==> src/rtl/pam5_tcm_tx_encoder_if.sv <==
// rtl/pam5_tcm_tx_encoder_if.sv - byte stream handshake into the PAM5 TCM transmit encoder
interface pam5_tcm_tx_encoder_if;
  logic       io_in_valid;
  logic [7:0] io_in_bits;
  logic       io_in_last;
  logic       io_in_ready;

  modport master (
    output io_in_valid,
    output io_in_bits,
    output io_in_last,
    input  io_in_ready
  );

  modport slave (
    input  io_in_valid,
    input  io_in_bits,
    input  io_in_last,
    output io_in_ready
  );
endinterface

==> src/rtl/pam5_tcm_tx_encoder.sv <==
// rtl/pam5_tcm_tx_encoder.sv - 4D-PAM5 trellis-coded transmit symbol encoder with framing and scrambler
module pam5_tcm_tx_encoder #(
  parameter bit          SCRAMBLE_EN = 1'b1,
  parameter logic [32:0] SCR_SEED    = 33'h1_0000_0001,
  parameter int          IPG_MIN     = 2
) (
  input  logic                        clock,
  input  logic                        reset,
  pam5_tcm_tx_encoder_if.slave        in_if,
  output logic [11:0]                 io_txSymbols,
  output logic [1:0]                  io_txCtrl,
  output logic                        io_txValid,
  output logic                        io_err
);

  typedef enum logic [2:0] {
    ST_IDLE,
    ST_SSD1,
    ST_SSD2,
    ST_DATA,
    ST_ESD1,
    ST_ESD2
  } state_t;

  localparam logic [11:0] SYM_IDLE = 12'h000;
  localparam logic [11:0] SYM_SSD1 = 12'h492;
  localparam logic [11:0] SYM_SSD2 = 12'h496;
  localparam logic [11:0] SYM_ESD1 = 12'hDB6;
  localparam logic [11:0] SYM_ESD2 = 12'hDB2;

  localparam logic [1:0] CTRL_IDLE = 2'd0;
  localparam logic [1:0] CTRL_SSD  = 2'd1;
  localparam logic [1:0] CTRL_DATA = 2'd2;
  localparam logic [1:0] CTRL_ESD  = 2'd3;

  localparam logic [7:0] GAP_INIT = 8'(IPG_MIN);

  state_t      state;
  state_t      state_nxt;
  logic [2:0]  cs;
  logic [2:0]  cs_nxt;
  logic [32:0] lfsr;
  logic [32:0] lfsr_step;
  logic [7:0]  gap;
  logic [7:0]  gap_nxt;
  logic [7:0]  scr_byte;
  logic [7:0]  scr_bits;
  logic [11:0] data_sym;
  logic [11:0] sym_nxt;
  logic [1:0]  ctrl_nxt;
  logic        err_nxt;

  // PAM5 3-bit code for a lane level chosen by two data bits, optionally sign-inverted.
  function automatic logic [2:0] lane_code(input logic [1:0] pair, input logic neg);
    logic [2:0] code;
    case ({neg, pair})
      3'b000:  code = 3'b111;
      3'b001:  code = 3'b001;
      3'b010:  code = 3'b110;
      3'b011:  code = 3'b010;
      3'b100:  code = 3'b001;
      3'b101:  code = 3'b111;
      3'b110:  code = 3'b010;
      default: code = 3'b110;
    endcase
    return code;
  endfunction

  assign in_if.io_in_ready = (state == ST_DATA);

  // Eight serial LFSR steps per clock; the feedback bit of step i is scrambler bit i.
  always_comb begin
    lfsr_step = lfsr;
    scr_byte  = '0;
    for (int i = 0; i < 8; i++) begin
      scr_byte[i] = lfsr_step[32] ^ lfsr_step[12];
      lfsr_step   = {lfsr_step[31:0], scr_byte[i]};
    end
  end

  always_comb begin
    scr_bits = SCRAMBLE_EN ? (in_if.io_in_bits ^ scr_byte) : in_if.io_in_bits;
    data_sym = '0;
    for (int k = 0; k < 4; k++) begin
      data_sym[3*k +: 3] = lane_code(scr_bits[2*k +: 2], cs[0]);
    end
  end

  always_ff @(posedge clock) begin
    if (reset) begin
      state <= ST_IDLE;
    end else begin
      state <= state_nxt;
    end
  end

  always_comb begin
    state_nxt = state;
    sym_nxt   = SYM_IDLE;
    ctrl_nxt  = CTRL_IDLE;
    err_nxt   = 1'b0;
    cs_nxt    = cs;
    gap_nxt   = gap;
    case (state)
      ST_IDLE: begin
        if (gap != 8'd0) begin
          gap_nxt = gap - 8'd1;
        end else if (in_if.io_in_valid) begin
          state_nxt = ST_SSD1;
        end
      end
      ST_SSD1: begin
        sym_nxt   = SYM_SSD1;
        ctrl_nxt  = CTRL_SSD;
        cs_nxt    = 3'b000;
        state_nxt = ST_SSD2;
      end
      ST_SSD2: begin
        sym_nxt   = SYM_SSD2;
        ctrl_nxt  = CTRL_SSD;
        state_nxt = ST_DATA;
      end
      ST_DATA: begin
        if (in_if.io_in_valid) begin
          sym_nxt  = data_sym;
          ctrl_nxt = CTRL_DATA;
          cs_nxt   = {cs[1], cs[0] ^ scr_bits[7], cs[2] ^ scr_bits[6]};
          if (in_if.io_in_last) begin
            state_nxt = ST_ESD1;
          end
        end else begin
          // Source underrun: the abort ESD1 replaces the missing byte and skips the ESD1 state.
          sym_nxt   = SYM_ESD1;
          ctrl_nxt  = CTRL_ESD;
          err_nxt   = 1'b1;
          state_nxt = ST_ESD2;
        end
      end
      ST_ESD1: begin
        sym_nxt   = SYM_ESD1;
        ctrl_nxt  = CTRL_ESD;
        state_nxt = ST_ESD2;
      end
      ST_ESD2: begin
        sym_nxt   = SYM_ESD2;
        ctrl_nxt  = CTRL_ESD;
        gap_nxt   = GAP_INIT;
        state_nxt = ST_IDLE;
      end
      default: begin
        state_nxt = ST_IDLE;
      end
    endcase
  end

  always_ff @(posedge clock) begin
    if (reset) begin
      cs           <= 3'b000;
      lfsr         <= SCR_SEED;
      gap          <= 8'd0;
      io_txSymbols <= SYM_IDLE;
      io_txCtrl    <= CTRL_IDLE;
      io_txValid   <= 1'b0;
      io_err       <= 1'b0;
    end else begin
      cs           <= cs_nxt;
      lfsr         <= lfsr_step;
      gap          <= gap_nxt;
      io_txSymbols <= sym_nxt;
      io_txCtrl    <= ctrl_nxt;
      io_txValid   <= 1'b1;
      io_err       <= err_nxt;
    end
  end

endmodule
==> src/flat_wrapper.sv <==
// flat-port wrapper written by rule: the top's interface ports become plain ports
module pam5_tcm_tx_encoder_flat 
#(
  parameter bit          SCRAMBLE_EN = 1'b1,
  parameter logic [32:0] SCR_SEED    = 33'h1_0000_0001,
  parameter int          IPG_MIN     = 2
)
  (clock, reset, io_txSymbols, io_txCtrl, io_txValid, io_err, in_if_io_in_valid, in_if_io_in_bits, in_if_io_in_last, in_if_io_in_ready);
  pam5_tcm_tx_encoder_if in_if_i ();
  input  logic clock;
  input  logic reset;
  output logic [11:0] io_txSymbols;
  output logic [1:0] io_txCtrl;
  output logic io_txValid;
  output logic io_err;
  input wire logic [$bits(in_if_i.io_in_valid)-1:0] in_if_io_in_valid;
  input wire logic [$bits(in_if_i.io_in_bits)-1:0] in_if_io_in_bits;
  input wire logic [$bits(in_if_i.io_in_last)-1:0] in_if_io_in_last;
  output wire logic [$bits(in_if_i.io_in_ready)-1:0] in_if_io_in_ready;
  assign in_if_i.io_in_valid = in_if_io_in_valid;
  assign in_if_i.io_in_bits = in_if_io_in_bits;
  assign in_if_i.io_in_last = in_if_io_in_last;
  assign in_if_io_in_ready = in_if_i.io_in_ready;
  pam5_tcm_tx_encoder #(.SCRAMBLE_EN(SCRAMBLE_EN), .SCR_SEED(SCR_SEED), .IPG_MIN(IPG_MIN)) u_core (.clock(clock), .reset(reset), .in_if(in_if_i), .io_txSymbols(io_txSymbols), .io_txCtrl(io_txCtrl), .io_txValid(io_txValid), .io_err(io_err));
endmodule
==> config.mk <==
export PLATFORM = sky130hd
export DESIGN_NAME = pam5_tcm_tx_encoder_flat
export DESIGN_NICKNAME = d
export VERILOG_FILES = /design/src/rtl/pam5_tcm_tx_encoder_if.sv /design/src/rtl/pam5_tcm_tx_encoder.sv /design/src/flat_wrapper.sv
export SDC_FILE = /design/constraint.sdc
export NUM_CORES = 1
export LEC_CHECK = 0
export CORE_MARGIN = 4
export CORE_UTILIZATION = 55
export DETAILED_ROUTE_END_ITERATION = 8
export PLACE_DENSITY_LB_ADDON = 0.08
export SYNTH_ARGS = -nofsm -noshare
export SYNTH_HDL_FRONTEND = slang
export SYNTH_SLANG_ARGS = --single-unit
==> constraint.sdc <==
create_clock -name clock -period 2.78 [get_ports clock]
set_input_delay 0.278 -clock clock [delete_from_list [all_inputs] [get_ports clock]]
set_output_delay 0.278 -clock clock [all_outputs]
set_load 0.05 [all_outputs]
==> qor.txt, run 1 <==
worst-margin pin slew - 0.532 ns
Initial DRC Count - 217
global-route wire length before repair - 7050 um
GPL Wtd Cong - 0.967
register bit count reported by yosys - 63
NumNets Final - 264
Mapped Cells - 219
Root Buffer - clkbuf_8
Worst EP required - 2.50 ns
register area share after synthesis - 56.2%
GRT Max-Usage Layer - met2
Die Span X - 71.9 um
clock skew - 0.00926 ns
Row Count - 22
leak pwr - 1.10 nW
clk slew on worst S/H paths - 0.07 ns
Pins Over Slew Limit - 0
Residual DRC - 0
Post-Layout Cell Count - 303
drt total wl - 4450 um
global-route usage over all layers - 18.4%
PortBufs - 28
post-route ant nets - 0
hold_buf cts - 0
worst reg2reg setup slack - 1.04 ns
Peak VDD IR - 0.000489 V
Commonest cells post-synth - 63 x dfxtp_1, 24 x nor2b_1, 15 x xnor2_1, 13 x a21oi_1, 12 x nor2_1
M2 GR Usage - 28.7%
Final TNS setup - 0 ns
largest area contributor in the netlist - dfxtp_1
critical path arrival - 1.98 ns
Primary FF master, synth - dfxtp_1
GR Util met3 - 4.63%
CP Max Fanout - 11
Synth area leaders - dfxtp_1 56%, nor2b_1 6.7%, xnor2_1 5.9%
layout cells sized above 1 - 8.63%
vias per cell - 5.32
relative slew slack - 64.2%
Die Ht - 71.9 um
Setup Buffers After CTS - 0
clock latency on the worst-skew pair - 0.33 ns
ANT cells - 0
wire per inst - 14.7 um
Net Count, Synth - 233
Setup CP Type - register to output pin
Hold Crit Class - register to register
via count - 1,612
yosys warns - 0
Initial Util - 59.1%
TritonCTS Sinks - 63
# setup viols final - 0
vias in the first global route - 1,477
max-cap check violation count - 0
total grt overflow - 0
status - finished, final reports clean
I/O pin total - 29
largest net degree at the start of global routing - 32
crit share post-route - 81.1%
clock buffer count from CTS - 9
Pre-antenna DRT Iters - 4
crit path time final - 2.25 ns
asr flop ratio synth - 0%
Clock Path Buffers - 2
CTS resizes - 0
post-DP HPWL - 2940 um
Synth-to-Final Area Change - 22.6%
Syn Std Cell Area - 2240 um^2
core region area - 3800 um^2
Startpoint Class - register
final instance area - 2750 um^2
RSZ-0062 raised after global routing - no
Yosys top cell area share - 56.2%
unique cell type count in the Yosys netlist - 38
Max Freq - 444 MHz
final hold violations - 0
die area - 5160 um^2
initial antenna violation count - 0
critical path capture point type - output pin
Avg Cell Area, Syn - 10.2 um^2
count leader, synth - dfxtp_1
dpl cell area - 2550 um^2
Post-synth EDFFs - 0
met1 GRT Util - 22.5%
TritonCTS clock tree - yes
H-tree Lvls - 3
Pwr per Cell Area - 974 nW/um^2
Placed Cells incl. Taps - 287
cells in the final DEF (no fill, tap or decap), types with 2 or more instances in the layout:
cell type and count:
or2_2 2, or3_1 2, clkbuf_8 10, o21ai_0 4
clkdlybuf4s50_1 28, inv_1 9, a21oi_1 13, dfxtp_1 63
clkinv_2 3, or4_1 2, xor2_1 10, clkinvlp_4 2
nor2b_1 24, nand2_1 11, and2_1 4, nand3_1 2
nor3b_1 2, and3_1 5, nor2_1 12, a31oi_1 5
nor3_1 3, ha_1 2, xnor2_1 15, nand2b_1 4
power breakdown:
part,switching (mW),internal (mW),total [mW]
Sequential,0.0988,1.01,1.11
Combinational,0.462,0.324,0.786
Clock,0.349,0.433,0.782
Total,0.910,1.77,2.68
critical path, stage by stage, from the launching register on:
cell and delay (ns):
dfxtp_1 0.52, nand3b_1 0.20, inv_1 0.11, clkdlybuf4s50_1 0.81
area by class of cell:
type	count	area, um^2
Timing Repair Buffer	29	288
Sequential cell	63	1260
Clock inverter	6	60.1
Clock buffer	10	138
Fill cell	278	1050
Multi-Input combinational cell	138	910
Tap cell	48	60.1
Inverter	9	33.8
flip-flops by register name, indices dropped and copies added (netlist names):
| signal | flops |
|---|---|
| u_core.io_err | 1 |
| u_core.gap | 8 |
| u_core.state | 3 |
| u_core.io_txValid | 1 |
| u_core.lfsr | 33 |
| u_core.cs | 3 |
| u_core.io_txCtrl | 2 |
| u_core.io_txSymbols | 12 |
routing by layer:
layer  vias up  routed length, um
met1       759               1870
li1        783                  -
met4         0                112
met2        60               2130
met3        10                332
met5         -                  0
metrics by stage:
step / hold slack, ns / worst slack (ns) / total power [mW] / utilization [%]
detailed placement: 0.399 / 0.902 / 1.89 / 67.2
CTS: 0.428 / 0.531 / 2.68 / 72.4
floorplan: 0.389 / 1.18 / 1.70 / -
global route: 0.446 / 0.441 / 2.80 / 72.4
global placement: 0.401 / 0.971 / 1.85 / 67.2
finish: 0.429 / 0.526 / 2.68 / 72.4
final timing paths:
kind,start,end,cells after the start
max,u_core.state[0],in_if_io_in_ready,3
min,u_core.lfsr[24],u_core.lfsr[32],1
max reg2reg,u_core.gap[0],u_core.gap[5],6
min reg2reg,u_core.lfsr[24],u_core.lfsr[32],1
kinds of logic after synthesis:
kind of cell	share of synthesized area, %
mux	0.446
xor+xnor	9.76
simple gates	21.0
buf+inv	3.23
compound gates	8.25
flops	56.2
fa+ha+maj	1.12
No activity file was read; power rests on OpenSTA's default activity.
==> run 2, diff against run 1 <==
- CORE_UTILIZATION: 55 -> 53
- clock period: 2.78 -> 2.3 ns (I/O delays scaled with it)
==> run 2 against run 1 <==
Final area fell by 0.68%. Power rose by 16%. Sequential cell count did not move. Critical endpoint unchanged. Highest routed layer unchanged.
==> qor.txt, run 2 (same netlist as run 1, synthesis figures left out) <==
status - finished, final reports clean
crit-path max cell delay - 0.80 ns (about the same)
Row Count - 23 (+4.5%)
leak pwr - 1.09 nW (-0.78%)
final instance area - 2730 um^2 (-0.68%)
vias per cell - 5.15 (-3.1%)
largest net degree at the start of global routing - 32 (unchanged)
# setup viols final - 0 (unchanged)
Final WS setup - 0.0897 ns (-0.436 ns)
H-tree Lvls - 3 (unchanged)
commonest non-fill, non-tap cell in the layout - dfxtp_1
global-route usage over all layers - 17.1% (-1.4 points)
NumNets Final - 264 (unchanged)
max-cap check violation count - 0 (unchanged)
Reg area - 1260 um^2 (unchanged)
relative slew slack - 65.7% (+1.5 points)
Final TNS setup - 0 ns (unchanged)
PortBufs - 28 (unchanged)
Crit path max-delay family - buffers and inverters
Max Freq - 452 MHz
worst-margin pin slew - 0.510 ns (-0.0224 ns)
Die Ht - 73.1 um (+1.7%)
vias in the first global route - 1,550 (+4.9%)
CP Max Fanout - 12 (+1)
clock skew - 0.00686 ns (-0.00240 ns)
post-DP HPWL - 2900 um (-1.4%)
global-route wire length before repair - 6760 um (-4.2%)
Biggest register - u_core.lfsr
Synth-to-Final Area Change - 21.8%
clock latency on the worst-skew pair - 0.33 ns (about the same)
Hold Crit Class - register to register
dpl ws - 0.481 ns (-0.421 ns)
clk slew on worst S/H paths - 0.07 ns (about the same)
Pins Over Slew Limit - 0 (unchanged)
critical path capture point type - output pin
Die Span X - 73.1 um (+1.7%)
Buf/Inv on CP - 2 (unchanged)
Setup Buffers After CTS - 0 (unchanged)
Initial Util - 55.3% (-3.8 points)
drt total wl - 4070 um (-8.6%)
TritonCTS Sinks - 63 (unchanged)
Clock Path Buffers - 2 (unchanged)
Peak VDD IR - 0.000659 V (+35%)
crit-path cells - nand3b_1, inv_1, clkdlybuf4s50_1
core region area - 4060 um^2 (+6.8%)
Worst path slowest cell - clkdlybuf4s50_1
Root Buffer - clkbuf_8
Setup CP Type - register to output pin
total grt overflow - 0 (unchanged)
layout cells sized above 1 - 7.84% (-0.78 points)
Startpoint Class - register
dpl cell area - 2550 um^2 (about the same)
multi-input logic area - 910 um^2 (unchanged)
GPL Wtd Cong - 0.928 (-4.0%)
Initial DRC Count - 136 (-37%)
crit path time final - 2.21 ns
clock buffer count from CTS - 9 (unchanged)
Pre-antenna DRT Iters - 4 (unchanged)
Residual DRC - 0 (unchanged)
crit share post-route - 96.1%
highest-count cells in the layout ignoring fill and taps - 63 x dfxtp_1, 28 x clkdlybuf4s50_1, 24 x nor2b_1
Pwr per Cell Area - 1130 nW/um^2 (+16%)
die area - 5340 um^2 (+3.4%)
Worst EP required - 2.07 ns (-0.43 ns)
Filler Cell Count - 317 (+14%)
via count - 1,572 (-2.5%)
post-route ant nets - 0 (unchanged)
critical path arrival - 1.98 ns (about the same)
hold_buf cts - 0 (unchanged)
Largest regs - u_core.lfsr: 33 flops, u_core.io_txSymbols: 12 flops, u_core.gap: 8 flops
CTS resizes - 0 (unchanged)
I/O pin total - 29 (unchanged)
TritonCTS clock tree - yes
wire per inst - 13.3 um (-9.2%)
initial antenna violation count - 0 (unchanged)
Largest register FFs - 33 (unchanged)
RSZ-0062 raised after global routing - no
ANT cells - 0 (unchanged)
final hold violations - 0 (unchanged)
-- run 2: per-layer routing --
layer,wire length [um],vias up,GRT usage [%]
met2,1770,65,26.1
li1,-,787,-
met3,293,16,4.41
met5,0,-,0
met4,141,0,12.9
met1,1860,704,20.4
-- run 2: layout make-up --
| cell class | count | share of cell area [%] |
|---|---|---|
| clock buffers | 13 | 5.82 |
| clock inverters | 3 | 0.641 |
| inverters | 9 | 1.24 |
| multi-input cells | 138 | 33.3 |
| flip-flops and latches | 63 | 46.2 |
| well taps | 50 | 2.29 |
| repair buffers | 29 | 10.5 |
-- run 2: path summary, 6_finish.rpt --
kind | startpoint | endpoint | slack, ns | depth (start not counted)
worst min-delay path | u_core.lfsr[24] | u_core.lfsr[32] | 0.41 | 1
worst max-delay path | u_core.state[1] | in_if_io_in_ready | 0.09 | 3
worst min register to register | u_core.lfsr[24] | u_core.lfsr[32] | 0.41 | 1
worst max register to register | u_core.gap[0] | u_core.gap[5] | 0.58 | 6
-- run 2: stage by stage --
| step | hold slack (ns) | std cells | power [mW] | utilization (%) |
|---|---|---|---|---|
| global placement | 0.399 | 289 | 2.24 | 63.0 |
| floorplan | 0.353 | 219 | 2.05 | - |
| detailed placement | 0.407 | 289 | 2.27 | 63.0 |
| finish | 0.415 | 305 | 3.10 | 67.3 |
| CTS | 0.421 | 305 | 3.11 | 67.3 |
| global route | 0.449 | 305 | 3.26 | 67.3 |
-- run 2: worst register-to-register path: cells and delay by family (launching register included) --
family,cells,cell delay (ns)
buffers and inverters,1,0.08
AO/OA/AOI/OAI,1,0.15
adder cells (fa/ha/maj),1,0.22
AND/OR/NAND/NOR,3,0.88
flip-flops,1,0.35
-- run 2: report_power, final --
part,leakage (nW),switching (mW),internal [mW]
clock network,0.0894,0.392,0.447
logic,0.490,0.529,0.390
registers,0.513,0.117,1.22
total,1.09,1.04,2.06
